**src/rtl/xphy_cfg_seq_if.sv**
```systemverilog
// Training/management bus between the configuration sequencer (master)
// and the 10GBASE-R core's register port (slave).
interface xphy_cfg_seq_if;
  logic        training_enable;
  logic [20:0] training_addr;
  logic        training_rnw;
  logic [15:0] training_wrdata;
  logic        training_ipif_cs;
  logic        training_drp_cs;
  logic [15:0] training_rddata;
  logic        training_rdack;
  logic        training_wrack;

  modport master (
    output training_enable, training_addr, training_rnw, training_wrdata,
           training_ipif_cs, training_drp_cs,
    input  training_rddata, training_rdack, training_wrack
  );

  modport slave (
    input  training_enable, training_addr, training_rnw, training_wrdata,
           training_ipif_cs, training_drp_cs,
    output training_rddata, training_rdack, training_wrack
  );
endinterface

```
**src/rtl/xphy_cfg_seq.sv**
```systemverilog
// xphy_cfg_seq: takes ownership of the 10GBASE-R training/management port once
// the PHY is ready, writes a short register table, then polls a status register
// until all masked bits read 1. Ack timeouts and poll exhaustion trigger a
// back-off and restart; too many failed attempts end in ERROR.
// Optional build macro XPHY_CFG_READBACK_EN: every acked write is followed by a
// read of the same address, and a data mismatch counts as a failed attempt.
module xphy_cfg_seq #(
  parameter logic [20:0] C_WR0_ADDR    = 21'h01_0000,
  parameter logic [15:0] C_WR0_DATA    = 16'h2040,
  parameter logic [20:0] C_WR1_ADDR    = 21'h03_0000,
  parameter logic [15:0] C_WR1_DATA    = 16'h2040,
  parameter int unsigned C_NUM_WR      = 2,
  parameter logic [20:0] C_POLL_ADDR   = 21'h03_0020,
  parameter logic [15:0] C_POLL_MASK   = 16'h0001,
  parameter int unsigned C_ACK_TIMEOUT = 1023,
  parameter int unsigned C_POLL_GAP    = 255,
  parameter int unsigned C_POLL_LIMIT  = 64,
  parameter int unsigned C_RETRY_MAX   = 3
) (
  input  logic           clk156,
  input  logic           rst_n,
  input  logic           start,
  xphy_cfg_seq_if.master trn,
  output logic           cfg_busy,
  output logic           cfg_done,
  output logic           cfg_error,
  output logic [15:0]    status_rd,
  output logic [1:0]     retry_cnt
);

  typedef enum logic [3:0] {
    S_IDLE,
    S_WR_ISSUE,
    S_WR_WAIT,
`ifdef XPHY_CFG_READBACK_EN
    S_RB_ISSUE,
    S_RB_WAIT,
`endif
    S_POLL_ISSUE,
    S_POLL_WAIT,
    S_POLL_GAP,
    S_BACKOFF,
    S_DONE,
    S_ERROR
  } state_t;

  // With an empty write table the sequence opens directly with a poll.
  localparam state_t S_FIRST = (C_NUM_WR == 0) ? S_POLL_ISSUE : S_WR_ISSUE;

  state_t      state_q, state_d;
  logic [15:0] wr_idx_q, wr_idx_d;
  logic [15:0] poll_cnt_q, poll_cnt_d;
  logic [15:0] ack_cnt_q, ack_cnt_d;
  logic [15:0] gap_cnt_q, gap_cnt_d;
  logic [1:0]  retry_q, retry_d;
  logic [15:0] status_q, status_d;
  logic [20:0] addr_q, addr_d;
  logic        rnw_q, rnw_d;
  logic [15:0] wrdata_q, wrdata_d;
  logic        busy;

  // Counters hold at all-ones instead of wrapping.
  function automatic logic [15:0] sat_inc16(input logic [15:0] v);
    return (v == 16'hFFFF) ? v : v + 16'd1;
  endfunction

  function automatic logic [1:0] sat_inc2(input logic [1:0] v);
    return (v == 2'd3) ? v : v + 2'd1;
  endfunction

  // True on the cycle in which a counter that started at 0 completes lim cycles.
  function automatic logic expired(input logic [15:0] cnt, input int unsigned lim);
    return (32'(cnt) + 32'd1) >= lim;
  endfunction

  function automatic logic [20:0] tbl_addr(input logic [15:0] idx);
    return (idx == 16'd0) ? C_WR0_ADDR : C_WR1_ADDR;
  endfunction

  function automatic logic [15:0] tbl_data(input logic [15:0] idx);
    return (idx == 16'd0) ? C_WR0_DATA : C_WR1_DATA;
  endfunction

  // State and datapath registers; reset leaves the port idle with rnw=1.
  always_ff @(posedge clk156) begin
    if (!rst_n) begin
      state_q    <= S_IDLE;
      wr_idx_q   <= '0;
      poll_cnt_q <= '0;
      ack_cnt_q  <= '0;
      gap_cnt_q  <= '0;
      retry_q    <= '0;
      status_q   <= '0;
      addr_q     <= '0;
      rnw_q      <= 1'b1;
      wrdata_q   <= '0;
    end else begin
      state_q    <= state_d;
      wr_idx_q   <= wr_idx_d;
      poll_cnt_q <= poll_cnt_d;
      ack_cnt_q  <= ack_cnt_d;
      gap_cnt_q  <= gap_cnt_d;
      retry_q    <= retry_d;
      status_q   <= status_d;
      addr_q     <= addr_d;
      rnw_q      <= rnw_d;
      wrdata_q   <= wrdata_d;
    end
  end

  // Next-state, counter and request-register update logic.
  always_comb begin
    state_d    = state_q;
    wr_idx_d   = wr_idx_q;
    poll_cnt_d = poll_cnt_q;
    ack_cnt_d  = ack_cnt_q;
    gap_cnt_d  = gap_cnt_q;
    retry_d    = retry_q;
    status_d   = status_q;
    addr_d     = addr_q;
    rnw_d      = rnw_q;
    wrdata_d   = wrdata_q;

    if ((state_q != S_IDLE) && !start) begin
      // Abort: release the port at once; a late ack lands in IDLE and is ignored.
      state_d = S_IDLE;
      retry_d = 2'd0;
    end else begin
      case (state_q)
        S_IDLE: begin
          if (start) begin
            wr_idx_d   = '0;
            poll_cnt_d = '0;
            state_d    = S_FIRST;
          end
        end

        S_WR_ISSUE: begin
          ack_cnt_d = '0;
          state_d   = S_WR_WAIT;
        end

        S_WR_WAIT: begin
          // Ack is checked ahead of the timeout so a coincident ack wins.
          if (trn.training_wrack) begin
`ifdef XPHY_CFG_READBACK_EN
            state_d = S_RB_ISSUE;
`else
            wr_idx_d = sat_inc16(wr_idx_q);
            state_d  = (32'(wr_idx_d) < C_NUM_WR) ? S_WR_ISSUE : S_POLL_ISSUE;
`endif
          end else if (expired(ack_cnt_q, C_ACK_TIMEOUT)) begin
            state_d = S_BACKOFF;
          end else begin
            ack_cnt_d = sat_inc16(ack_cnt_q);
          end
        end

`ifdef XPHY_CFG_READBACK_EN
        S_RB_ISSUE: begin
          ack_cnt_d = '0;
          state_d   = S_RB_WAIT;
        end

        S_RB_WAIT: begin
          if (trn.training_rdack) begin
            if (trn.training_rddata == wrdata_q) begin
              wr_idx_d = sat_inc16(wr_idx_q);
              state_d  = (32'(wr_idx_d) < C_NUM_WR) ? S_WR_ISSUE : S_POLL_ISSUE;
            end else begin
              state_d = S_BACKOFF;
            end
          end else if (expired(ack_cnt_q, C_ACK_TIMEOUT)) begin
            state_d = S_BACKOFF;
          end else begin
            ack_cnt_d = sat_inc16(ack_cnt_q);
          end
        end
`endif

        S_POLL_ISSUE: begin
          ack_cnt_d = '0;
          state_d   = S_POLL_WAIT;
        end

        S_POLL_WAIT: begin
          if (trn.training_rdack) begin
            status_d = trn.training_rddata;
            if ((trn.training_rddata & C_POLL_MASK) == C_POLL_MASK) begin
              state_d = S_DONE;
            end else begin
              poll_cnt_d = sat_inc16(poll_cnt_q);
              state_d    = expired(poll_cnt_q, C_POLL_LIMIT) ? S_BACKOFF : S_POLL_GAP;
            end
          end else if (expired(ack_cnt_q, C_ACK_TIMEOUT)) begin
            state_d = S_BACKOFF;
          end else begin
            ack_cnt_d = sat_inc16(ack_cnt_q);
          end
        end

        S_POLL_GAP: begin
          if (expired(gap_cnt_q, C_POLL_GAP)) begin
            state_d = S_POLL_ISSUE;
          end else begin
            gap_cnt_d = sat_inc16(gap_cnt_q);
          end
        end

        S_BACKOFF: begin
          // retry_q already includes the attempt that just failed.
          if (32'(retry_q) >= C_RETRY_MAX) begin
            state_d = S_ERROR;
          end else if (expired(gap_cnt_q, C_POLL_GAP)) begin
            wr_idx_d   = '0;
            poll_cnt_d = '0;
            state_d    = S_FIRST;
          end else begin
            gap_cnt_d = sat_inc16(gap_cnt_q);
          end
        end

        S_DONE, S_ERROR: ;

        default: state_d = S_IDLE;
      endcase
    end

    // Entering a timed wait restarts its timer; entering BACKOFF logs a failure.
    if (state_d != state_q) begin
      if ((state_d == S_POLL_GAP) || (state_d == S_BACKOFF)) begin
        gap_cnt_d = '0;
      end
      if (state_d == S_BACKOFF) begin
        retry_d = sat_inc2(retry_q);
      end
      // Request fields are latched on entry to an ISSUE state and then held.
      case (state_d)
        S_WR_ISSUE: begin
          addr_d   = tbl_addr(wr_idx_d);
          rnw_d    = 1'b0;
          wrdata_d = tbl_data(wr_idx_d);
        end
        S_POLL_ISSUE: begin
          addr_d = C_POLL_ADDR;
          rnw_d  = 1'b1;
        end
`ifdef XPHY_CFG_READBACK_EN
        S_RB_ISSUE: rnw_d = 1'b1;
`endif
        default: ;
      endcase
    end
  end

  // Moore outputs decoded from the current state.
  always_comb begin
    busy                 = 1'b0;
    cfg_done             = 1'b0;
    cfg_error            = 1'b0;
    trn.training_ipif_cs = 1'b0;
    case (state_q)
      S_IDLE:  ;
      S_DONE:  cfg_done  = 1'b1;
      S_ERROR: cfg_error = 1'b1;
      S_WR_ISSUE, S_POLL_ISSUE: begin
        busy                 = 1'b1;
        trn.training_ipif_cs = 1'b1;
      end
`ifdef XPHY_CFG_READBACK_EN
      S_RB_ISSUE: begin
        busy                 = 1'b1;
        trn.training_ipif_cs = 1'b1;
      end
`endif
      default: busy = 1'b1;
    endcase
    cfg_busy            = busy;
    trn.training_enable = busy;
  end

  assign trn.training_addr   = addr_q;
  assign trn.training_rnw    = rnw_q;
  assign trn.training_wrdata = wrdata_q;
  assign trn.training_drp_cs = 1'b0;
  assign status_rd           = status_q;
  assign retry_cnt           = retry_q;

endmodule

```
**src/flat_wrapper.sv**
```systemverilog
// flat-port wrapper written by rule: the top's interface ports become plain ports
module xphy_cfg_seq_flat 
#(
  parameter logic [20:0] C_WR0_ADDR    = 21'h01_0000,
  parameter logic [15:0] C_WR0_DATA    = 16'h2040,
  parameter logic [20:0] C_WR1_ADDR    = 21'h03_0000,
  parameter logic [15:0] C_WR1_DATA    = 16'h2040,
  parameter int unsigned C_NUM_WR      = 2,
  parameter logic [20:0] C_POLL_ADDR   = 21'h03_0020,
  parameter logic [15:0] C_POLL_MASK   = 16'h0001,
  parameter int unsigned C_ACK_TIMEOUT = 1023,
  parameter int unsigned C_POLL_GAP    = 255,
  parameter int unsigned C_POLL_LIMIT  = 64,
  parameter int unsigned C_RETRY_MAX   = 3
)
  (clk156, rst_n, start, cfg_busy, cfg_done, cfg_error, status_rd, retry_cnt, trn_training_enable, trn_training_addr, trn_training_rnw, trn_training_wrdata, trn_training_ipif_cs, trn_training_drp_cs, trn_training_rddata, trn_training_rdack, trn_training_wrack);
  xphy_cfg_seq_if trn_i ();
  input  logic clk156;
  input  logic rst_n;
  input  logic start;
  output logic cfg_busy;
  output logic cfg_done;
  output logic cfg_error;
  output logic [15:0] status_rd;
  output logic [1:0] retry_cnt;
  output wire logic [$bits(trn_i.training_enable)-1:0] trn_training_enable;
  output wire logic [$bits(trn_i.training_addr)-1:0] trn_training_addr;
  output wire logic [$bits(trn_i.training_rnw)-1:0] trn_training_rnw;
  output wire logic [$bits(trn_i.training_wrdata)-1:0] trn_training_wrdata;
  output wire logic [$bits(trn_i.training_ipif_cs)-1:0] trn_training_ipif_cs;
  output wire logic [$bits(trn_i.training_drp_cs)-1:0] trn_training_drp_cs;
  input wire logic [$bits(trn_i.training_rddata)-1:0] trn_training_rddata;
  input wire logic [$bits(trn_i.training_rdack)-1:0] trn_training_rdack;
  input wire logic [$bits(trn_i.training_wrack)-1:0] trn_training_wrack;
  assign trn_training_enable = trn_i.training_enable;
  assign trn_training_addr = trn_i.training_addr;
  assign trn_training_rnw = trn_i.training_rnw;
  assign trn_training_wrdata = trn_i.training_wrdata;
  assign trn_training_ipif_cs = trn_i.training_ipif_cs;
  assign trn_training_drp_cs = trn_i.training_drp_cs;
  assign trn_i.training_rddata = trn_training_rddata;
  assign trn_i.training_rdack = trn_training_rdack;
  assign trn_i.training_wrack = trn_training_wrack;
  xphy_cfg_seq #(.C_WR0_ADDR(C_WR0_ADDR), .C_WR0_DATA(C_WR0_DATA), .C_WR1_ADDR(C_WR1_ADDR), .C_WR1_DATA(C_WR1_DATA), .C_NUM_WR(C_NUM_WR), .C_POLL_ADDR(C_POLL_ADDR), .C_POLL_MASK(C_POLL_MASK), .C_ACK_TIMEOUT(C_ACK_TIMEOUT), .C_POLL_GAP(C_POLL_GAP), .C_POLL_LIMIT(C_POLL_LIMIT), .C_RETRY_MAX(C_RETRY_MAX)) u_core (.clk156(clk156), .rst_n(rst_n), .start(start), .trn(trn_i), .cfg_busy(cfg_busy), .cfg_done(cfg_done), .cfg_error(cfg_error), .status_rd(status_rd), .retry_cnt(retry_cnt));
endmodule
```
**config.mk**
```make
export PLATFORM = sky130hd
export DESIGN_NAME = xphy_cfg_seq_flat
export DESIGN_NICKNAME = d
export VERILOG_FILES = /design/src/rtl/xphy_cfg_seq_if.sv /design/src/rtl/xphy_cfg_seq.sv /design/src/flat_wrapper.sv
export SDC_FILE = /design/constraint.sdc
export NUM_CORES = 1
export LEC_CHECK = 0
export BUFFER_PORTS_ARGS = -buffer_cell sky130_fd_sc_hd__buf_2
export CORE_ASPECT_RATIO = 1.4
export CORE_UTILIZATION = 30
export DETAILED_ROUTE_END_ITERATION = 12
export HOLD_SLACK_MARGIN = 0.05
export PLACE_DENSITY_LB_ADDON = 0.08
export REMOVE_ABC_BUFFERS = 1
export SYNTH_ARGS = -nofsm -noshare
export SYNTH_HDL_FRONTEND = slang
export SYNTH_SLANG_ARGS = --single-unit
```
**constraint.sdc**
```tcl
create_clock -name clk156 -period 3.56 [get_ports clk156]
set_input_delay 0.356 -clock clk156 [delete_from_list [all_inputs] [get_ports clk156]]
set_output_delay 0.356 -clock clk156 [all_outputs]
set_load 0.01 [all_outputs]
```
==> results of run 1 <==
[area by class of cell]
class / count / area [um2] / share of cell area
Timing Repair Buffer: 64 / 357.8 / 0.05543
Clock buffer: 9 / 225.2 / 0.03488
Tap cell: 244 / 305.3 / 0.04729
Inverter: 12 / 45.04 / 0.006977
Clock inverter: 7 / 81.33 / 0.01260
Multi-Input combinational cell: 609 / 3620 / 0.5607
Sequential cell: 91 / 1822 / 0.2822
[worst max path at each step]
stage                          end  slack (ps)  cells after the start
6_report       u_core.gap_cnt_q[7]         350                      9
5_1_grt        u_core.gap_cnt_q[7]          70                     10
4_1_cts        u_core.gap_cnt_q[1]         360                     10
3_3_place_gp   u_core.gap_cnt_q[4]         430                     10
2_1_floorplan  u_core.gap_cnt_q[0]         500                     10
3_5_place_dp   u_core.gap_cnt_q[1]         370                     10
[synth_stat cells (3+ instances only)]
| master | instances | area share |
|---|---|---|
| mux2i_1 | 10 | 0.017 |
| nor4b_1 | 3 | 0.0045 |
| o21ai_0 | 37 | 0.032 |
| clkbuf_1 | 31 | 0.020 |
| xor2_1 | 10 | 0.015 |
| nand3_1 | 32 | 0.028 |
| ha_1 | 8 | 0.017 |
| nor2b_1 | 8 | 0.0086 |
| a21boi_1 | 3 | 0.0039 |
| or2_2 | 3 | 0.0032 |
| or4_1 | 6 | 0.0078 |
| a21oi_1 | 38 | 0.033 |
| buf_4 | 35 | 0.045 |
| and2_1 | 20 | 0.022 |
| a22oi_1 | 5 | 0.0065 |
| o31ai_1 | 10 | 0.013 |
| buf_2 | 3 | 0.0026 |
| o221a_2 | 3 | 0.0058 |
| and4_1 | 6 | 0.0091 |
| o211a_1 | 3 | 0.0052 |
| nor2_1 | 59 | 0.038 |
| a31oi_1 | 11 | 0.012 |
| nand4_1 | 16 | 0.017 |
| nand2b_1 | 10 | 0.011 |
| a21boi_0 | 22 | 0.029 |
| inv_1 | 12 | 0.0078 |
| nand4b_1 | 3 | 0.0045 |
| or3_1 | 12 | 0.013 |
| a21o_1 | 5 | 0.0065 |
| nor3b_1 | 8 | 0.010 |
| nor3_1 | 21 | 0.018 |
| dfxtp_1 | 91 | 0.31 |
| and3_1 | 18 | 0.019 |
| xnor2_1 | 15 | 0.023 |
| o22ai_1 | 3 | 0.0032 |
| nor4_1 | 18 | 0.019 |
| o211ai_1 | 11 | 0.014 |
| nand2_1 | 95 | 0.062 |
| o41ai_1 | 3 | 0.0045 |
| o21a_1 | 4 | 0.0052 |
[registers in the layout, indices dropped and copies added (netlist names)]
register,flops
u_core.gap_cnt_q,16
u_core.trn.training_rnw,1
u_core.wr_idx_q,16
u_core.trn.training_wrdata,1
u_core.ack_cnt_q,16
u_core.state_q,4
u_core.status_rd,16
u_core.retry_cnt,2
u_core.trn.training_addr,3
u_core.poll_cnt_q,16
[report_power, final]
| part | switching, mW | internal, mW | total, mW |
|---|---|---|---|
| sequential | 0.00698 | 1.02 | 1.03 |
| clock | 0.482 | 0.502 | 0.984 |
| combinational | 0.102 | 0.0497 | 0.152 |
| total | 0.591 | 1.58 | 2.17 |
[tightest hold or removal path: cells and delay by family]
family | cells | cell delay [ps]
buf+inv | 1 | 90
compound gates | 1 | 60
simple gates | 1 | 40
[cells by family after synthesis]
kind of cell,after synthesis,synth area share
flip-flops,91,0.3148
AO/OA/AOI/OAI,179,0.2082
buffers and inverters,84,0.08043
multiplexers,12,0.02119
AND/OR/NAND/NOR,352,0.3196
XOR/XNOR,25,0.03784
adder cells (fa/ha/maj),8,0.01730
other,1,0.0006480
[metrics by stage]
step | worst slack (ps) | util | total power [mW] | cell area (um2)
2_1_floorplan | 504.2 | - | 1.136 | 5487
3_3_place_gp | 428.5 | 0.3280 | 1.207 | 6150
3_5_place_dp | 367.3 | 0.3280 | 1.209 | 6150
4_1_cts | 360.2 | 0.3443 | 2.206 | 6456
5_1_grt | 67.38 | 0.3443 | 2.265 | 6456
6_report | 345.1 | 0.3443 | 2.168 | 6456
[per-layer routing]
layer	global-route usage	up-vias	wire length [um]
met2	0.2791	103	7836
li1	-	2737	-
met1	0.1930	2558	6947
met4	0.07283	0	359
met3	0.02198	22	457
met5	0	-	0
==> key figures, run 1 <==
Floorplanning
  • Core ar.: about 19000 um2
  • Die Span Y: between 150 and 200 um
  • Starting Density: 0.3086
  • Die ar.: 19860 um2
  • Die width: 119.4 um
  • Num rows: between 50 and 60
  • Ports: 83

Timing
  • Setup TNS Final: 0 ps
  • Final Setup Violations: 0
  • Unrepaired setup endpoints after global routing: false
  • Worst slew margin: 0.2529
  • Worst Skew: between 8 and 9 ps
  • Hold_ws: about 230 ps
  • Final hold vios: 0
  • Highest Clock Rate: slightly above 300 MHz
  • Fin crit period: 3215 ps
  • Tcrit/Tclk final: 0.9031
  • Worst Tran Pin Value: about 1100 ps
  • Final Max Tran Viols: 0

Logic synthesis
  • Synthesized instance count: between 700 and 800
  • Yosys reg bits: between 90 and 100
  • Asr flop ratio synth: 0
  • Share of the yosys chip area belonging to registers: 0.3148
  • Number of synthesized flops with an enable pin: 0
  • Syn_area_per_cell: 7.695 um2
  • Synth Flop Type: dfxtp_1
  • Synth cell types: 74
  • Post-Syn Area: approximately 5800 um2
  • Synth warn: 0

Job
  • Maxcap violations: 0

Clock network
  • PostCTS Resize Cnt: 0
  • CTS max path bufs: 2
  • CTS tree: built
  • Clock-pin slew on the worst setup and hold paths: around 80 ps
  • Cts hold-fix bufs: 0
  • Clock Latency Late Sink: about 360 ps
  • H-tree levels: 3
  • Clock root cell: clkbuf_16
  • Setup Buffers After CTS: 0
  • Num CTS Buffers: 9
  • Clock sinks: between 90 and 100

Cells and area
  • Fin nets: about 820
  • Layout cells sized above 1: 0.1263
  • Final cell count without fillers: a little over 1000
  • Area Overhead vs Synth: 11.57%
  • Most frequent cells in the layout: nand2_1, dfxtp_1, nor2_1
  • Most common cell after layout, fill and taps aside: nand2_1
  • Fillers: 2035
  • # diodes: 0

Pwr
  • Power per cell area: 335.8 nW/um2
  • Leakage: 2.422 nW
  • Peak VDD IR: 0.0002058 V

Min path
  • Hold Crit Class: in2reg
  • Hold depth: 3
  • Hold path startpoint: trn_training_rddata[14]
  • Hold EP: u_core.status_rd[14]

Placement
  • Gpl congestion: between 0.8 and 0.9
  • DP Cell Count: 1020
  • IO buf count: 49
  • Hpwl dp: ~11000 um

Worst setup path
  • CP endpoint kind: flop
  • R2R Path End: u_core.gap_cnt_q[7]
  • Slowest CP cell: or4b_4
  • Cell family with most CP delay: simple AND/OR/NAND/NOR gates
  • Worst r2r src: u_core.wr_idx_q[0]
  • Critical Path Source: u_core.wr_idx_q[0]
  • Worst-path cell chain: ha_1 > nand3_1 > nor4_1 > o221ai_1 > and4b_1 > o211ai_1 > or4b_4 > nand2_4 > a21oi_1
  • Worst EP required: 3800 ps
  • Kind of critical path: reg2reg
  • Peak per-stage delay on the critical path: approximately 580 ps
  • Crit path max fanout: 16
  • Setup crit start kind: flop
  • Buf/Inv on CP: 0
  • Crit path DAT: between 3000 and 4000 ps
  • Flop2flop setup slack: 350 ps
  • Worst R2R Path Depth: 9

Routing
  • ANT nets after route: 0
  • Post-Route WL: around 16000 um
  • DRC: 0
  • Initial DRC count: roughly 240
  • Routed len/inst: around 15 um
  • Via Count: between 5000 and 6000
  • Via/cell ratio: 5.232
  • DRT Pass-1 Iters: 4

Global routing
  • Total GRT Usage: 0.1601
  • First-pass GRT wire length: 25590 um
  • Grt total ovfl: 0
  • Initial antenna violation count: 0
  • Vias in the first global route: approximately 5000
  • Largest net degree at the start of global routing: 45

Outcome
  • Outcome: finished, final reports clean
(Power assumes the default switching activity.)
==> run 2, diff against run 1 <==
CORE_UTILIZATION = 35   (was 30)
TNS_END_PERCENT = 1   (was default)
==> key figures, run 2 (synthesized netlist as in run 1, its figures left out) <==
Outcome
  • Outcome: finished, final reports clean

Worst setup path
  • Setup crit start kind: flop
  • Worst EP required: 3800 ps
  • Kind of critical path: reg2reg
  • Critical Path Stages: 10
  • Crit path DAT: 3470 ps
  • Slowest CP cell: or4b_4
  • Crit path max fanout: 16
  • Worst-path cell chain: ha_1 > nand2_1 > a2111oi_0 > a21o_1 > o221ai_1 > and4b_1 > o211ai_1 > or4b_4 > nand2_4 > a21oi_1
  • Buf/Inv on CP: 0
  • Worst R2R Path Depth: 10
  • CP endpoint kind: flop
  • Peak per-stage delay on the critical path: 580 ps
  • Cell family with most CP delay: simple AND/OR/NAND/NOR gates

Clock network
  • CTS max path bufs: 2
  • Setup Buffers After CTS: 0
  • PostCTS Resize Cnt: 0
  • Clock-pin slew on the worst setup and hold paths: about 70 ps
  • CTS tree: built
  • Clock root cell: clkbuf_16
  • H-tree levels: 3
  • Cts hold-fix bufs: 0
  • Clock sinks: about 90
  • Num CTS Buffers: 9
  • Clock Latency Late Sink: 360 ps

Routing
  • Initial DRC count: between 200 and 300
  • ANT nets after route: 0
  • DRT Pass-1 Iters: 4
  • Routed len/inst: approximately 15 um
  • Via/cell ratio: approximately 5.5
  • Post-Route WL: 15150 um
  • Via Count: 5427
  • DRC: 0

Timing
  • Worst Skew: 11.14 ps
  • Unrepaired setup endpoints after global routing: false
  • Final Setup Violations: 0
  • Worst slew margin: 0.3440
  • Final hold vios: 0
  • Tcrit/Tclk final: 0.9066
  • Highest Clock Rate: roughly 310 MHz
  • Hold_ws: about 240 ps
  • Setup TNS Final: 0 ps
  • Final Max Tran Viols: 0
  • Fin crit period: 3227 ps
  • Worst Tran Pin Value: ~1000 ps

Pwr
  • Final Total Pwr: about 2.2 mW
  • Power per cell area: between 300 and 400 nW/um2
  • Peak VDD IR: between 0.0002 and 0.00025 V
  • Leakage: 2.417 nW

Global routing
  • First-pass GRT wire length: 24900 um
  • Largest net degree at the start of global routing: 41
  • Vias in the first global route: 5124
  • Grt total ovfl: 0
  • Total GRT Usage: 0.1775
  • Initial antenna violation count: 0

Cells and area
  • Most frequent cells in the layout: nand2_1, dfxtp_1, nor2_1
  • Layout cells sized above 1: 0.1261
  • # diodes: 0
  • Most common cell after layout, fill and taps aside: nand2_1
  • Fin nets: approximately 800
  • Final cell count without fillers: roughly 1000
  • Area Overhead vs Synth: 10.66%
  • Final Util: 0.3960

Placement
  • IO buf count: 49
  • DP Cell Count: between 900 and 1000
  • Hpwl dp: roughly 11000 um
  • Gpl congestion: between 0.8 and 0.9

Floorplanning
  • Die width: ~110 um
  • Die Span Y: 154.1 um
  • Core ar.: about 16000 um2
  • Num rows: 55
  • Ports: 83
  • Die ar.: approximately 17000 um2
  • Starting Density: 0.3578

Min path
  • Hold Crit Class: in2reg
  • Hold depth: 3

Job
  • Maxcap violations: 0
-- run 2: cell types whose count changed in the layout (fill, tap and decap cells not counted), sizes merged --
| cell | change |
|---|---|
| buf | +1 |
| bufinv | +1 |
| clkbuf | +1 |
| clkinv | -2 |
| clkinvlp | +2 |
| inv | -2 |
-- run 2: tightest hold or removal path, stage by stage --
cell      delay [ps]
buf_2             90
nand2_1           40
a21boi_0          60
-- run 2: cell type report --
type,instances,area (um2)
inverters,12,45.04
clock buffers,10,229.0
fillers,1730,9768
repair buffers,65,365.4
well taps,199,249.0
multi-input cells,609,3620
flip-flops and latches,91,1822
clock inverters,6,73.82
-- run 2: where the power goes --
group | switching, mW | internal [mW] | total (mW) | leakage [nW]
registers | 0.00753 | 1.03 | 1.03 | 0.734
clock network | 0.436 | 0.553 | 0.989 | 0.141
logic | 0.100 | 0.0488 | 0.149 | 1.54
-- run 2: through the flow --
step | setup slack (ps) | cell area (um2)
finish | 332.6 | 6404
global route | 41.14 | 6404
CTS | 357.9 | 6404
detailed placement | 359.2 | 6101
global placement | 445.5 | 6101
floorplan | 504.2 | 5487
-- run 2: final timing paths --
kind	start	end	slack [ps]
worst max-delay path	u_core.wr_idx_q[0]	u_core.gap_cnt_q[0]	330
worst min-delay path	trn_training_rddata[15]	u_core.status_rd[15]	240
worst max register to register	u_core.wr_idx_q[0]	u_core.gap_cnt_q[0]	330
worst min register to register	u_core.status_rd[4]	u_core.status_rd[4]	460
-- run 2: per-layer routing --
layer  vias to the layer above  GRT usage  wire, um
met3                        24    0.03193       462
met4                         0    0.07429       281
met1                      2573     0.2030      6587
met5                         -          0         0
li1                       2731          -         -
met2                        99     0.3218      7818
==> run 3, diff against run 2 <==
==> constraint.sdc (replaced) <==
create_clock -name clk156 -period 3.56 [get_ports clk156]
set_input_delay 0.178 -clock clk156 [delete_from_list [all_inputs] [get_ports clk156]]
set_output_delay 0.178 -clock clk156 [all_outputs]
set_load 0.01 [all_outputs]
==> key figures, run 3 (synthesized netlist as in run 1, its figures left out) <==
Floorplanning
  • Num rows: 55
  • Core ar.: between 15000 and 20000 um2
  • Starting Density: 0.3578
  • Die width: 110.7 um
  • Die ar.: 17060 um2
  • Ports: 83
  • Die Span Y: around 150 um

Worst setup path
  • Crit path max fanout: 16
  • Worst r2r src: u_core.wr_idx_q[0]
  • Setup crit start kind: flop
  • Peak per-stage delay on the critical path: roughly 580 ps
  • Kind of critical path: reg2reg
  • Slowest CP cell: or4b_4
  • Worst-path cell chain: ha_1 > nand2_1 > a2111oi_0 > a21o_1 > o221ai_1 > and4b_1 > o211ai_1 > or4b_4 > nand2_4 > a21oi_1
  • Flop2flop setup slack: about 350 ps
  • Worst EP required: roughly 3800 ps
  • Crit path DAT: ~3400 ps
  • R2R Path End: u_core.gap_cnt_q[2]
  • Worst R2R Path Depth: 10
  • CP endpoint kind: flop

Cells and area
  • Most frequent cells in the layout: nand2_1, dfxtp_1, nor2_1
  • Fin nets: 819
  • Area Overhead vs Synth: 11.07%
  • Most common cell after layout, fill and taps aside: nand2_1
  • # diodes: 0
  • Layout cells sized above 1: 0.1258
  • Post-route cell area: about 6400 um2

Pwr
  • Clock share of power: 0.450
  • Switching Share: 0.2671
  • Leakage: approximately 2.4 nW
  • Peak VDD IR: approximately 0.00021 V
  • Internal power: ~1.6 mW
  • Power per cell area: between 300 and 400 nW/um2
  • Psw: 574.6 uW
  • Seq pwr share: 0.480
  • Comb power frac: 0.070

Timing
  • Hold_ws: ~62 ps
  • Final hold vios: 0
  • Highest Clock Rate: 311.8 MHz
  • Unrepaired setup endpoints after global routing: false
  • Final Setup Violations: 0
  • Setup TNS Final: 0 ps
  • Final Max Tran Viols: 0
  • Worst Tran Pin Value: slightly above 1000 ps
  • Worst Skew: about 13 ps
  • Worst slew margin: 0.3212
  • Fin crit period: approximately 3200 ps
  • Tcrit/Tclk final: 0.9008

Min path
  • Hold Crit Class: in2reg
  • Hold path startpoint: trn_training_rddata[10]
  • Hold depth: 3
  • Hold EP: u_core.status_rd[10]

Clock network
  • Num CTS Buffers: 9
  • Clock sinks: around 90
  • H-tree levels: 3
  • PostCTS Resize Cnt: 0
  • Clock-pin slew on the worst setup and hold paths: ~80 ps
  • Clock root cell: clkbuf_16
  • CTS max path bufs: 2
  • Setup Buffers After CTS: 0
  • Cts hold-fix bufs: 3
  • CTS tree: built
  • Clock Latency Late Sink: ~360 ps

Global routing
  • Total GRT Usage: 0.1786
  • Largest net degree at the start of global routing: 49
  • Vias in the first global route: slightly above 5000
  • Grt total ovfl: 0
  • First-pass GRT wire length: about 25000 um
  • Initial antenna violation count: 0

Routing
  • DRT Pass-1 Iters: 7
  • ANT nets after route: 0
  • DRC: 0
  • Routed len/inst: 15.10 um
  • Via/cell ratio: ~5.5
  • Post-Route WL: approximately 15000 um
  • Initial DRC count: 280
  • Via Count: ~5400

Placement
  • Hpwl dp: between 10000 and 15000 um
  • IO buf count: a little under 50
  • Gpl congestion: 0.8505
  • Area of placed instances: 6093 um2

Outcome
  • Outcome: finished, final reports clean

Job
  • Maxcap violations: 0
[run 3: changes by cell type in the layout (fill, tap and decap cells not counted)]
cell | previous run | this run
clkinv_8 | 0 | 1
inv_8 | 1 | 4
clkbuf_1 | 1 | 0
clkinvlp_4 | 2 | 0
dlygate4sd3_1 | 0 | 3
bufinv_16 | 1 | 0
inv_6 | 1 | 0
buf_4 | 16 | 15
clkinv_4 | 1 | 2
[run 3: how the worst max path moves through the flow]
| stage | startpoint | endpoint | slack [ps] | depth (start not counted) |
|---|---|---|---|---|
| floorplan | u_core.gap_cnt_q[0] | u_core.gap_cnt_q[0] | 500 | 10 |
| global placement | u_core.wr_idx_q[0] | u_core.gap_cnt_q[7] | 450 | 10 |
| detailed placement | u_core.ack_cnt_q[0] | u_core.gap_cnt_q[0] | 400 | 10 |
| CTS | u_core.ack_cnt_q[0] | u_core.gap_cnt_q[0] | 380 | 10 |
| global route | u_core.wr_idx_q[0] | u_core.gap_cnt_q[2] | 60 | 10 |
| finish | u_core.wr_idx_q[0] | u_core.gap_cnt_q[2] | 350 | 10 |
[run 3: per-layer routing]
metal,up-vias,track usage,share of wire
li1,2739,-,-
met1,2559,0.2086,0.44
met2,104,0.3245,0.51
met3,24,0.02444,0.026
met4,0,0.07492,0.021
met5,-,0,0
[run 3: power by group through the flow]
| stage | clock network, mW | logic (mW) | registers, mW |
|---|---|---|---|
| after floorplan | 0 | 0.0755 | 1.06 |
| after global placement | 0 | 0.147 | 1.06 |
| after detailed placement | 0 | 0.149 | 1.06 |
| after CTS | 1.00 | 0.152 | 1.03 |
| after global routing | 1.04 | 0.168 | 1.03 |
| final | 0.968 | 0.151 | 1.03 |
[run 3: per-stage QoR]
stage	setup WS (ps)	std cells	power, mW	utilization
3_5_place_dp	401.9	975	1.205	0.3768
4_1_cts	382.1	994	2.187	0.3974
6_report	353.2	994	2.152	0.3974
2_1_floorplan	504.2	712	1.136	-
5_1_grt	57.93	994	2.241	0.3974
3_3_place_gp	445.5	975	1.203	0.3768
[run 3: worst max-delay path: cells and delay by family (launching register included)]
kind	cells	cell delay, ps
AO/OA/AOI/OAI	5	990
adder cells (fa/ha/maj)	1	380
flip-flops	1	440
AND/OR/NAND/NOR	4	1280
[run 3: area by class of cell]
| cell class | count | area (um2) |
|---|---|---|
| timing repair buffer | 67 | 387.9 |
| sequential | 91 | 1822 |
| clock inverter | 7 | 78.83 |
| fill | 1659 | 9744 |
| inverter | 12 | 45.04 |
| tap | 199 | 249.0 |
| clock buffer | 9 | 225.2 |
| multi-input combinational | 609 | 3620 |
